===== src/rtl/uart_pkg.sv =====
// Shared types and constants for the UART receive path and word assembler.
package uart_pkg;

  typedef enum logic {
    ASM_IDLE    = 1'b0,
    ASM_COLLECT = 1'b1
  } asm_state_e;

  typedef enum logic [1:0] {
    RX_IDLE  = 2'd0,
    RX_START = 2'd1,
    RX_DATA  = 2'd2,
    RX_STOP  = 2'd3
  } rx_state_e;

  function automatic int clks_per_bit(input int clk_rate, input int baud);
    return (clk_rate * 1_000_000) / baud;
  endfunction

endpackage


===== src/rtl/uart_rx.sv =====
// 8N1 UART byte receiver: samples each bit at its midpoint and emits a
// one-cycle strobe with the byte once a valid stop bit is seen.
module uart_rx
  import uart_pkg::*;
#(
  parameter int CLKS_PER_BIT = 10
) (
  input  logic       clk,
  input  logic       rst,
  input  logic       srx,
  output logic       rx_valid,
  output logic [7:0] rx_byte
);

  // state    | meaning
  // RX_IDLE  | line idle, waiting for falling edge of start bit
  // RX_START | waiting half a bit to confirm start bit is still low
  // RX_DATA  | sampling 8 data bits, LSB first, at bit centres
  // RX_STOP  | sampling stop bit; byte is strobed only if it is high

  localparam int CPB  = (CLKS_PER_BIT > 1) ? CLKS_PER_BIT : 2;
  localparam int TW   = $clog2(CPB);
  localparam int HALF = CPB / 2 - 1;

  logic            srx_meta_q, srx_sync_q;
  rx_state_e       state_q, state_d;
  logic [TW-1:0]   tmr_q, tmr_d;
  logic [2:0]      bit_idx_q, bit_idx_d;
  logic [7:0]      shift_q, shift_d;
  logic            rx_valid_q, rx_valid_d;
  logic [7:0]      rx_byte_q, rx_byte_d;

  always_comb begin
    state_d    = state_q;
    tmr_d      = tmr_q;
    bit_idx_d  = bit_idx_q;
    shift_d    = shift_q;
    rx_valid_d = 1'b0;
    rx_byte_d  = rx_byte_q;
    case (state_q)
      RX_IDLE: begin
        if (!srx_sync_q) begin
          state_d = RX_START;
          tmr_d   = TW'(HALF);
        end
      end
      RX_START: begin
        if (tmr_q == '0) begin
          if (!srx_sync_q) begin
            state_d   = RX_DATA;
            tmr_d     = TW'(CPB - 1);
            bit_idx_d = 3'd0;
          end else begin
            state_d = RX_IDLE;
          end
        end else begin
          tmr_d = tmr_q - 1'b1;
        end
      end
      RX_DATA: begin
        if (tmr_q == '0) begin
          shift_d = {srx_sync_q, shift_q[7:1]};
          tmr_d   = TW'(CPB - 1);
          if (bit_idx_q == 3'd7) begin
            state_d = RX_STOP;
          end else begin
            bit_idx_d = bit_idx_q + 1'b1;
          end
        end else begin
          tmr_d = tmr_q - 1'b1;
        end
      end
      RX_STOP: begin
        if (tmr_q == '0) begin
          state_d = RX_IDLE;
          // A low stop bit is a framing error; the byte is silently dropped.
          if (srx_sync_q) begin
            rx_valid_d = 1'b1;
            rx_byte_d  = shift_q;
          end
        end else begin
          tmr_d = tmr_q - 1'b1;
        end
      end
      default: state_d = RX_IDLE;
    endcase
  end

  always_ff @(posedge clk or posedge rst) begin
    if (rst) begin
      srx_meta_q <= 1'b1;
      srx_sync_q <= 1'b1;
      state_q    <= RX_IDLE;
      tmr_q      <= '0;
      bit_idx_q  <= 3'd0;
      shift_q    <= 8'd0;
      rx_valid_q <= 1'b0;
      rx_byte_q  <= 8'd0;
    end else begin
      srx_meta_q <= srx;
      srx_sync_q <= srx_meta_q;
      state_q    <= state_d;
      tmr_q      <= tmr_d;
      bit_idx_q  <= bit_idx_d;
      shift_q    <= shift_d;
      rx_valid_q <= rx_valid_d;
      rx_byte_q  <= rx_byte_d;
    end
  end

  assign rx_valid = rx_valid_q;
  assign rx_byte  = rx_byte_q;

endmodule


===== src/rtl/uart_rx_nword.sv =====
// Assembles NUM_BYTES received UART bytes into one word with a valid/ready
// output, an inter-byte timeout that discards partial words, and overrun flag.
module uart_rx_nword
  import uart_pkg::*;
#(
  parameter int CLK_RATE    = -1,
  parameter int BAUD        = -1,
  parameter int IB_TIMEOUT  = 200,
  parameter int TIMEOUT_OVR = 0,
  parameter int NUM_BYTES   = 4,
  parameter int BIG_ENDIAN  = 1
) (
  input  logic                   clk,
  input  logic                   rst,
  input  logic                   srx,
  output logic                   out_valid,
  input  logic                   out_ready,
  output logic [8*NUM_BYTES-1:0] out_word,
  output logic                   timeout_err,
  output logic                   overrun
);

  // state       | meaning
  // ASM_IDLE    | no bytes of the current word held
  // ASM_COLLECT | 1..NUM_BYTES-1 bytes held, timeout counter running

  localparam int WW           = 8 * NUM_BYTES;
  localparam int CPB          = clks_per_bit(CLK_RATE, BAUD);
  localparam int TIMEOUT_CLKS = (TIMEOUT_OVR != 0) ? TIMEOUT_OVR
                                                   : CLK_RATE * IB_TIMEOUT * 1000;
  localparam int TO_SAFE      = (TIMEOUT_CLKS > 0) ? TIMEOUT_CLKS : 1;
  localparam int TW           = $clog2(TO_SAFE + 1);
  localparam int CW           = $clog2(NUM_BYTES + 1);

  logic          rx_valid;
  logic [7:0]    rx_byte;

  asm_state_e    state_q, state_d;
  logic [CW-1:0] cnt_q, cnt_d;
  logic [TW-1:0] tmr_q, tmr_d;
  logic [WW-1:0] asm_q, asm_d;
  logic [WW-1:0] out_word_q, out_word_d;
  logic          out_valid_q, out_valid_d;
  logic          timeout_err_q, timeout_err_d;
  logic          overrun_q, overrun_d;

  logic [WW-1:0] byte_ext;
  logic [WW-1:0] asm_shifted;
  logic          complete;

  uart_rx #(
    .CLKS_PER_BIT(CPB)
  ) u_rx (
    .clk     (clk),
    .rst     (rst),
    .srx     (srx),
    .rx_valid(rx_valid),
    .rx_byte (rx_byte)
  );

  // Shifting keeps the first byte moving toward the MSB (or LSB) so that
  // after NUM_BYTES strobes it lands in its final position.
  always_comb begin
    byte_ext = WW'(rx_byte);
    if (BIG_ENDIAN != 0) begin
      asm_shifted = (asm_q << 8) | byte_ext;
    end else begin
      asm_shifted = (asm_q >> 8) | (byte_ext << (WW - 8));
    end
  end

  always_comb begin
    state_d       = state_q;
    cnt_d         = cnt_q;
    tmr_d         = tmr_q;
    asm_d         = asm_q;
    out_word_d    = out_word_q;
    out_valid_d   = out_valid_q;
    timeout_err_d = 1'b0;
    overrun_d     = 1'b0;
    complete      = 1'b0;

    // A strobe always takes priority over a coincident timeout.
    if (rx_valid) begin
      tmr_d = '0;
      if (cnt_q == CW'(NUM_BYTES - 1)) begin
        complete = 1'b1;
        state_d  = ASM_IDLE;
        cnt_d    = '0;
        asm_d    = '0;
      end else begin
        state_d = ASM_COLLECT;
        cnt_d   = cnt_q + 1'b1;
        asm_d   = asm_shifted;
      end
    end else if (state_q == ASM_COLLECT) begin
      if (tmr_q == TW'(TO_SAFE)) begin
        state_d       = ASM_IDLE;
        cnt_d         = '0;
        tmr_d         = '0;
        asm_d         = '0;
        timeout_err_d = 1'b1;
      end else begin
        tmr_d = tmr_q + 1'b1;
      end
    end

    if (complete) begin
      if (!out_valid_q || out_ready) begin
        out_word_d  = asm_shifted;
        out_valid_d = 1'b1;
      end else begin
        overrun_d = 1'b1;
      end
    end else if (out_valid_q && out_ready) begin
      out_valid_d = 1'b0;
    end
  end

  always_ff @(posedge clk or posedge rst) begin
    if (rst) begin
      state_q       <= ASM_IDLE;
      cnt_q         <= '0;
      tmr_q         <= '0;
      asm_q         <= '0;
      out_word_q    <= '0;
      out_valid_q   <= 1'b0;
      timeout_err_q <= 1'b0;
      overrun_q     <= 1'b0;
    end else begin
      state_q       <= state_d;
      cnt_q         <= cnt_d;
      tmr_q         <= tmr_d;
      asm_q         <= asm_d;
      out_word_q    <= out_word_d;
      out_valid_q   <= out_valid_d;
      timeout_err_q <= timeout_err_d;
      overrun_q     <= overrun_d;
    end
  end

  assign out_valid   = out_valid_q;
  assign out_word    = out_word_q;
  assign timeout_err = timeout_err_q;
  assign overrun     = overrun_q;

endmodule

===== config.mk =====
export PLATFORM = sky130hd
export DESIGN_NAME = uart_rx_nword
export DESIGN_NICKNAME = d
export VERILOG_FILES = /design/src/rtl/uart_pkg.sv /design/src/rtl/uart_rx.sv /design/src/rtl/uart_rx_nword.sv
export SDC_FILE = /design/constraint.sdc
export NUM_CORES = 1
export LEC_CHECK = 0
export ABC_AREA = 1
export ABC_CLOCK_PERIOD_IN_PS = 3650
export CAP_MARGIN = 0
export CORE_MARGIN = 2
export CORE_UTILIZATION = 24
export DETAILED_ROUTE_END_ITERATION = 10
export PLACE_DENSITY_LB_ADDON = 0.1
export SYNTH_ARGS = -nofsm -noshare
export SYNTH_HDL_FRONTEND = slang
export SYNTH_SLANG_ARGS = --single-unit

===== constraint.sdc =====
create_clock -name clk -period 3.65 [get_ports clk]
set_clock_uncertainty 0.2 [all_clocks]
set_input_delay 0.73 -clock clk [delete_from_list [all_inputs] [get_ports clk]]
set_output_delay 0.73 -clock clk [all_outputs]
set_load 0.02 [all_outputs]

==> flow_metrics.py <==
metrics = {
    "critical_path": {
        "r2r_start": "u_rx.state_q[0]$_DFFE_PP0P_",
        "cp.required_ps": 2720,
        "worst-path-stages": 1,
        "max_stage_delay_ps": 620,
        "worst_path_max_delay_cell": "clkdlybuf4s50_1",
        "endpoint_kind": "output pin",
        "cp_top_family": "buffers and inverters",
        "rr_endpoint": "u_rx.tmr_q[19]$_DFFE_PP0P_",
        "path_max_fanout": 2,
        "path_buf_inv": 1,
        "worstSetupStartpointType": "flip-flop",
        "reg2reg_depth": 6,
        "worstSetupPathType": "flip-flop to output pin",
        "arrival_ps": 1350,
        "cp_cell_sequence": "clkdlybuf4s50_1",
        "ff2ff_setup_slack_ps": 1390,
    },
    "cts": {
        "post-cts-setup-buffers": 0,
        "cts.path.max_buffers": 2,
        "h-tree-depth": 3,
        "clk_pin_slew_ps": 70,
        "cts_root_buffer": "clkbuf_16",
        "cts_hold_buffers": 0,
        "cts_tree": "yes",
        "numClockSinks": 108,
        "worstSkewPairLatency_ps": 350,
        "cts_resized": 0,
        "cts_buffers": 9,
    },
    "timing": {
        "rsz0062_at_grt": "false",
        "fmax_ghz": 0.438,
        "max-slew-margin-rel_pct": 33.9,
        "worst_slew_pin_slew_ps": 990,
        "finalHoldViolations": 0,
        "drv_slew": 0,
        "post-route-period-util_pct": 62.6,
        "final.min_clock_period_ps": 2280,
        "tns_ps": 0,
        "finalSetupViolations": 0,
    },
    "placement": {
        "gp_congestion": 0.798,
        "io_buffers": 38,
        "dp_cells": 844,
        "hpwl_um": 7430,
    },
    "floorplanning": {
        "placeableCoreArea_mm2": 0.0201,
        "die_area_mm2": 0.0215,
        "fp.dieH_um": 147,
        "initial_core_util_pct": 24.3,
        "pin_count": 39,
        "die_w_um": 147,
        "fp-row-count": 52,
    },
    "route": {
        "drc": 0,
        "via_per_inst": 4.19,
        "vias": 3600,
        "antenna_left": 0,
        "dr.first_iter.drc_count": 168,
        "firstDrtPassIters": 5,
        "wl_per_cell_um": 12.7,
        "wirelength_um": 10900,
    },
    "logic_synthesis": {
        "yosys-top-cells-area": "dfrtp_1 (54%), nand2_1 (8.8%), nor2_1 (5.5%), inv_1 (5.4%), o21ai_0 (4.5%)",
        "ys_warn_count": 0,
        "yosysUniqueCellTypes": 34,
        "synth_simple_gate_area_share_pct": 22.7,
        "yosysTopAreaCell": "dfrtp_1",
        "synth_top_family_by_area": "simple AND/OR/NAND/NOR gates",
        "synth_compound_area_share_pct": 10.7,
        "synth_area_mm2": 0.00489,
        "yosysSeqAreaShare_pct": 55.4,
        "ys_seq_elements": 108,
        "synthMuxAreaShare_pct": 0,
        "syn_inst": 549,
        "synth_fa_ha_area_share_pct": 2.56,
        "synthXorXnorAreaFrac_pct": 1.43,
        "synth_top_area_share_pct": 54.3,
        "syn_avg_cell_area_um2": 8.90,
        "syn_nets": 563,
    },
    "grt": {
        "grt_pass1_vias": 3469,
        "antenna_found_initial": 0,
        "track_usage_pct": 10.7,
        "gr-total-overflow": 0,
        "grt_pass1_wl_um": 18600,
        "grt_max_degree": 109,
    },
    "power": {
        "p_int_mw": 1.75,
        "peakVddDrop_mv": 0.225,
        "switching_share_pct": 22.3,
        "switching_power_uw": 503,
        "clkPwrFrac_pct": 45.4,
        "seq_power_share_pct": 53.2,
        "p_leak_nw": 2.68,
        "power_density_mw_per_mm2": 384,
        "p_comb_share_pct": 1.4,
    },
    "outcome": {
        "status": "finished, final reports clean",
    },
    "layout": {
        "nFillCells": 2111,
        "fin_cells": 860,
        "diodes": 0,
        "areaGrowthSynthToFinish_pct": 20.1,
        "layout-drive-gt1-share_pct": 7.63,
        "layout.nets": 599,
    },
    "flow_run": {
        "maxCapViolCount": 0,
    },
    "hold_path": {
        "hp-start": "u_rx.srx_meta_q$_DFF_PP1_",
        "hp-class": "flip-flop to flip-flop",
        "worstHoldPathCells": 0,
        "min_to": "u_rx.srx_sync_q$_DFF_PP1_",
    },
}
==> how the worst max path moves through the flow <==
stage	start	endpoint	slack, ps
after CTS	out_word[26]$_DFFE_PP0P_	out_word[26]	1340
after global routing	u_rx.state_q[0]$_DFFE_PP0P_	u_rx.tmr_q[4]$_DFFE_PP0P_	1180
final	out_word[26]$_DFFE_PP0P_	out_word[26]	1370
after global placement	out_ready	out_word[24]$_DFFE_PP0P_	1250
after detailed placement	out_ready	out_word[28]$_DFFE_PP0P_	1200
after floorplan	rst	async pin	1420
==> logic make-up (layout without fill, tap and decap cells) <==
group / after synthesis / after routing
flip-flops: 108 / 108
AO/OA/AOI/OAI: 96 / 96
XOR/XNOR: 8 / 8
adder cells (fa/ha/maj): 10 / 10
buffers and inverters: 88 / 129
AND/OR/NAND/NOR: 239 / 239
==> sequential cells by signal, indices dropped and copies added, names as in the netlist, named ones only <==
signal,flops
u_rx.bit_idx_q,3
timeout_err,1
state_q,1
cnt_q,3
u_rx.shift_q,8
u_rx.srx_meta_q,1
u_rx.rx_valid,1
u_rx.srx_sync_q,1
out_word,32
u_rx.rx_byte,8
tmr_q,1
asm_q,24
u_rx.state_q,1
out_valid,1
u_rx.tmr_q,20
overrun,1
==> power groups by stage <==
stage | Combinational (mW) | Clock (mW) | Sequential (mW)
floorplan | 0.0196 | 0 | 1.22
global route | 0.0385 | 1.12 | 1.20
detailed placement | 0.0345 | 0 | 1.22
CTS | 0.0346 | 1.07 | 1.20
global placement | 0.0340 | 0 | 1.22
finish | 0.0315 | 1.02 | 1.20
==> through the flow <==
stage | hold slack, ps | instance area (um2) | power (mW) | setup slack (ps) | util (%)
6_report | 158 | 5870 | 2.25 | 1370 | 29.2
5_1_grt | 161 | 5870 | 2.36 | 1180 | 29.2
4_1_cts | 159 | 5870 | 2.30 | 1340 | 29.2
3_5_place_dp | 148 | 5560 | 1.26 | 1200 | 27.7
3_3_place_gp | 146 | 5560 | 1.26 | 1250 | 27.7
2_1_floorplan | 145 | 4890 | 1.24 | 1420 | -
==> metal layers <==
metal / wire length (um) / GRT usage, %
met5: 0 / 0
met4: 121 / 2.91
met3: 429 / 3.25
met2: 4860 / 16.2
met1: 5500 / 14.9
==> placed cells by master (no fill, tap or decap), types with 2 or more instances in the layout <==
master	n
nor2_1	71
clkdlybuf4s50_1	38
dfstp_2	2
nor2_2	5
o21ai_1	14
nand3_1	18
ha_1	10
clkbuf_16	9
dfrtp_1	106
o22ai_1	26
o21ai_0	44
clkinvlp_4	2
nand2_1	115
nand2_2	5
xnor2_1	2
inv_1	69
a21oi_1	9
xor2_1	6
nand4_1	9
nor3_1	2
inv_8	2
nor2_4	3
nor2_8	4
==> layout make-up <==
type / count / area (um2) / share of cell area [%]
Multi-Input combinational cell: 353 / 1830 / 31.2
Inverter: 73 / 280 / 4.78
Tap cell: 270 / 338 / 5.76
Timing Repair Buffer: 40 / 408 / 6.95
Clock inverter: 6 / 77.6 / 1.32
Sequential cell: 108 / 2710 / 46.1
Clock buffer: 10 / 229 / 3.90
==> cell usage after synthesis, drive strengths merged <==
master,number
clkinv,1
dfrtp,106
xnor2,2
dfstp,2
ha,10
nand3,20
a21oi,9
a22o,1
clkbuf,10
o21bai,1
nor2,83
o21ai,59
buf,5
nand3b,1
nor3,2
nand2,121
inv,72
o22ai,26
or2,1
nand4,10
nor3b,1
xor2,6
No activity file was read; power rests on OpenSTA's default activity.
